==> config.mk <==
export PLATFORM = sky130hd
export DESIGN_NAME = mux_rr_arbiter
export DESIGN_NICKNAME = d
export VERILOG_FILES = /design/src/rtl/mux_rr_arbiter.sv
export SDC_FILE = /design/constraint.sdc
export NUM_CORES = 1
export LEC_CHECK = 0
export CORE_MARGIN = 10
export CORE_UTILIZATION = 42
export DETAILED_ROUTE_END_ITERATION = 12
export PLACE_DENSITY = 0.72
export SYNTH_ARGS = -nofsm -noshare
export SYNTH_HDL_FRONTEND = slang
export SYNTH_SLANG_ARGS = --single-unit
==> constraint.sdc <==
create_clock -name clk -period 1.5 [get_ports clk]
set_input_delay 0.225 -clock clk [delete_from_list [all_inputs] [get_ports clk]]
set_output_delay 0.225 -clock clk [all_outputs]
set_load 0.03 [all_outputs]
==> src/rtl/mux_rr_arbiter.sv <==
// Round-robin owner of the shared 4:1 sampled-bit mux: one-hot grant, bounded
// hold time, registered data bit with a valid strobe and a timeout pulse.
module mux_rr_arbiter #(
    parameter int MAX_HOLD = 8,
    parameter int CNT_W    = 4
) (
    input  logic       clk,
    input  logic       rst_n,
    input  logic [3:0] req,
    input  logic [3:0] data,
    output logic [3:0] gnt,
    output logic [1:0] sel,
    output logic       y,
    output logic       y_valid,
    output logic       preempt
);

    typedef enum logic {
        IDLE,
        GRANT
    } state_t;

    localparam logic [CNT_W-1:0] LAST_CNT = CNT_W'(MAX_HOLD - 1);

    state_t           state_q, state_d;
    logic [1:0]       ptr_q, ptr_d;
    logic [1:0]       sel_q, sel_d;
    logic [CNT_W-1:0] hold_cnt_q, hold_cnt_d;
    logic [3:0]       gnt_q, gnt_d;
    logic             y_q, y_d;
    logic             y_valid_q, y_valid_d;
    logic             preempt_q, preempt_d;

    logic [1:0]       pick_idx;
    logic             owner_req;
    logic             last_sample;

    // Scan ptr, ptr+1, ... downwards so the smallest offset from ptr wins.
    function automatic logic [1:0] rr_pick(input logic [3:0] r, input logic [1:0] p);
        logic [1:0] idx;
        rr_pick = p;
        for (int k = 3; k >= 0; k--) begin
            idx = p + 2'(k);
            if (r[idx]) begin
                rr_pick = idx;
            end
        end
    endfunction

    assign pick_idx    = rr_pick(req, ptr_q);
    assign owner_req   = req[sel_q];
    assign last_sample = (hold_cnt_q == LAST_CNT);

    always_ff @(posedge clk or negedge rst_n) begin
        if (!rst_n) begin
            state_q    <= IDLE;
            ptr_q      <= 2'd0;
            sel_q      <= 2'd0;
            hold_cnt_q <= '0;
            gnt_q      <= 4'd0;
            y_q        <= 1'b0;
            y_valid_q  <= 1'b0;
            preempt_q  <= 1'b0;
        end else begin
            state_q    <= state_d;
            ptr_q      <= ptr_d;
            sel_q      <= sel_d;
            hold_cnt_q <= hold_cnt_d;
            gnt_q      <= gnt_d;
            y_q        <= y_d;
            y_valid_q  <= y_valid_d;
            preempt_q  <= preempt_d;
        end
    end

    always_comb begin
        state_d = state_q;
        case (state_q)
            IDLE: begin
                if (|req) begin
                    state_d = GRANT;
                end
            end
            GRANT: begin
                if (!owner_req || last_sample) begin
                    state_d = IDLE;
                end
            end
            default: state_d = IDLE;
        endcase
    end

    // Every exit from GRANT hands lowest priority to the owner just served.
    always_comb begin
        gnt_d      = gnt_q;
        sel_d      = sel_q;
        ptr_d      = ptr_q;
        hold_cnt_d = hold_cnt_q;
        y_d        = y_q;
        y_valid_d  = 1'b0;
        preempt_d  = 1'b0;
        case (state_q)
            IDLE: begin
                if (|req) begin
                    gnt_d      = 4'b0001 << pick_idx;
                    sel_d      = pick_idx;
                    hold_cnt_d = '0;
                end
            end
            GRANT: begin
                if (!owner_req) begin
                    gnt_d = 4'd0;
                    ptr_d = sel_q + 2'd1;
                end else begin
                    y_d        = data[sel_q];
                    y_valid_d  = 1'b1;
                    hold_cnt_d = hold_cnt_q + CNT_W'(1);
                    if (last_sample) begin
                        gnt_d     = 4'd0;
                        ptr_d     = sel_q + 2'd1;
                        preempt_d = 1'b1;
                    end
                end
            end
            default: begin
                gnt_d = 4'd0;
            end
        endcase
    end

    assign gnt     = gnt_q;
    assign sel     = sel_q;
    assign y       = y_q;
    assign y_valid = y_valid_q;
    assign preempt = preempt_q;

endmodule
==> flow_summary.ini, run 1 <==
[cts]
clock_latency_ns = 0.29
htree_levels = 1
clkTransAtPathRegs_ns = 0.09
clock_sinks = 16
cts-root-buf = clkbuf_4
cts_made_buffers = 3
clk_path_buf_depth = 2
cts_tree = done

[timing]
slew_viol_final = 0
hold_viol = 0
relSlewSlack_pct = 74.5
max_freq_ghz = 0.677
fin_worst_skew_ns = 0.00551
period_minus_slack_ns = 1.48
hold_ws_ns = 0.251
rsz0062_at_grt = yes
setup_viol = 0
worst_slack_ns = 0.0240
worst_pin_slew_ns = 0.380
period_share_pct = 98.4

[grt]
grt_usage_pct = 9.99
first_global_vias = 705
grt_start_max_net_pins = 17
antenna_found_initial = 0
grt_remaining_overflow = 0
grt_pass1_wl_mm = 3.31

[synth]
ys_warn_count = 0
synthMuxAreaShare_pct = 8.78
avgSynthCellArea_um2 = 10.6
synth_nets = 86
synth_top_family_by_area = compound AO/OA/AOI/OAI gates
syn_area_um2 = 798
ys_ff_latch = 16
synthSimpleGateAreaFrac_pct = 15.2
seq_area_frac_synth_pct = 50.2
yosys.area_share.xor_xnor_pct = 1.10
synth_fa_ha_area_share_pct = 1.57
syn_inst = 75
synthDistinctLibCells = 31
synth_compound_area_share_pct = 20.2

[job]
drv_cap = 0

[setup_path]
cp-end-kind = flop
cp_max_fo = 5
startpoint_type = flop
crit_required_ns = 1.69
cp.arrival_ns = 1.67
setup.worst_path.class = reg2reg

[floorplan]
die_x_um = 63.6
num_rows = 15
coreArea_um2 = 1760
die_area_um2 = 4040
io_pins = 19
start_util_pct = 45.2
fp.dieH_um = 63.6

[outcome]
status = completed

[routing]
routed_wl_mm = 1.97
vias = 722
drc = 0
ant_nets = 0
viasPerCell = 5.31
drt_iter0_drc = 16
wire_per_inst_um = 14.5
firstDrtPassIters = 4

[worst_hold_path]
hp-class = in2async

[pwr]
p_leak_uw = 0.000581
peakVddDrop_mv = 1.41
power_density_nw_per_um2 = 1910

[layout]
layout-drive-gt1-share_pct = 30.6
nFillCells = 154
n_antenna_cell = 0
final_nets = 123
final_cell_mix = 14 x nand2_1, 14 x dfrtp_1, 14 x buf_4
fin_util_pct = 67.6
fin_area_um2 = 1190
area_delta_synth_final_pct = 49.4

[placement]
place_area_um2 = 1120
port_buffers = 18
dp_hpwl_mm = 1.51
place_ws_ns = -0.410
gp_congestion = 0.789
## metal layers
layer  share of wire [%]  global-route usage (%)
met1                  50                    12.1
met2                  44                    15.6
met3                 4.5                    3.18
met4                 1.5                    4.64
met5                   0                       0
## path summary, 6_finish.rpt
path | slack [ns] | endpoint | start | cells after the start
max | 0.02 | gnt[0] | ptr_q[1] | 4
min | 0.25 | state_q | rst_n | 2
max reg2reg | 0.02 | gnt[0] | ptr_q[1] | 4
min reg2reg | 0.48 | hold_cnt_q[3] | hold_cnt_q[3] | 1
max in group asynchronous | 1.05 | sel[1] | rst_n | 2
min in group clk | 0.48 | hold_cnt_q[3] | hold_cnt_q[3] | 1
## cell usage after synthesis
cell	n	share of area [%]
o2bb2ai_1	1	1.1
o32ai_1	2	2.2
a311o_1	1	1.3
and2_1	1	0.78
nand3b_1	1	0.94
dfrtp_1	16	50
ha_1	1	1.6
mux2i_1	1	1.3
o211ai_1	1	0.94
mux2_4	1	1.9
nor2b_1	3	2.4
xor2_1	1	1.1
nor3b_1	1	0.94
o21a_1	1	0.94
o21ai_0	3	1.9
mux4_2	2	5.6
o22ai_1	4	3.1
nand3_1	3	1.9
nor2_1	2	0.94
buf_2	1	0.63
o22a_1	1	1.1
a21oi_2	1	1.1
inv_1	4	1.9
nand2_2	1	0.78
o41ai_2	1	2.0
a2111o_1	1	1.4
o31ai_1	1	0.94
nand2_1	14	6.6
a21oi_1	2	1.3
inv_2	1	0.47
a211oi_1	1	0.94
## repair_timing
item / in CTS / in global routing
hold endpoints to repair: 0 / 0
pin swaps: 1 / 0
setup buffers: 0 / 1
endpoints found under the setup margin: 19 / 7
hold buffers: 0 / 0
resized for setup: 15 / 7
## critical path: stages (launching register included)
cell and delay (ns):
dfrtp_1 0.44, nor3b_1 0.16, a311o_1 0.29, o22a_1 0.24, o32ai_2 0.26
## layout make-up
type / count / area [um^2] / area share [%]
inverters: 5 / 21.3 / 1.78
multi-input cells: 53 / 417 / 34.9
clock buffers: 4 / 36.3 / 3.04
well taps: 25 / 31.3 / 2.62
repair buffers: 33 / 284 / 23.8
flip-flops and latches: 16 / 403 / 33.8
## sequential cells by signal, summed over array words and instances, names as in the netlist
register    count
y               1
state_q         1
gnt             4
ptr_q           2
hold_cnt_q      4
sel             2
y_valid         1
preempt         1
## where the power goes
group	total (uW)	internal, uW	switching (uW)	leakage [uW]
logic	1260	572	691	0.000357
registers	728	595	133	0.000202
clock network	285	148	137	0.0000210
## kinds of logic after synthesis
logic type	Yosys count
muxes	4
and+or+nand+nor	26
buffers and inverters	6
DFF	16
xor gates and xnor gates	1
AOI/OAI and AO/OA	21
adders and majority gates	1
## per-stage QoR
stage / power [uW] / TNS [ns] / std cells
after CTS: 2220 / 0 / 135
after detailed placement: 1950 / -4.84 / 131
final: 2280 / 0 / 136
after floorplan: 1440 / -0.558 / 75
after global placement: 1920 / -4.12 / 131
after global routing: 2450 / -0.222 / 136
Note: power is estimated with default switching activity, not from simulation.
==> run 2, diff against run 1 <==
--- a/config.mk
+++ b/config.mk
@@ -5,10 +5,12 @@
 export SDC_FILE = /design/constraint.sdc
 export NUM_CORES = 1
 export LEC_CHECK = 0
+export CAP_MARGIN = 20
 export CORE_MARGIN = 10
 export CORE_UTILIZATION = 42
 export DETAILED_ROUTE_END_ITERATION = 12
 export PLACE_DENSITY = 0.72
+export SLEW_MARGIN = 20
 export SYNTH_ARGS = -nofsm -noshare
 export SYNTH_HDL_FRONTEND = slang
 export SYNTH_SLANG_ARGS = --single-unit
==> results of run 2 <==
The final DEF is identical to that of run 1; final timing and power are the same.
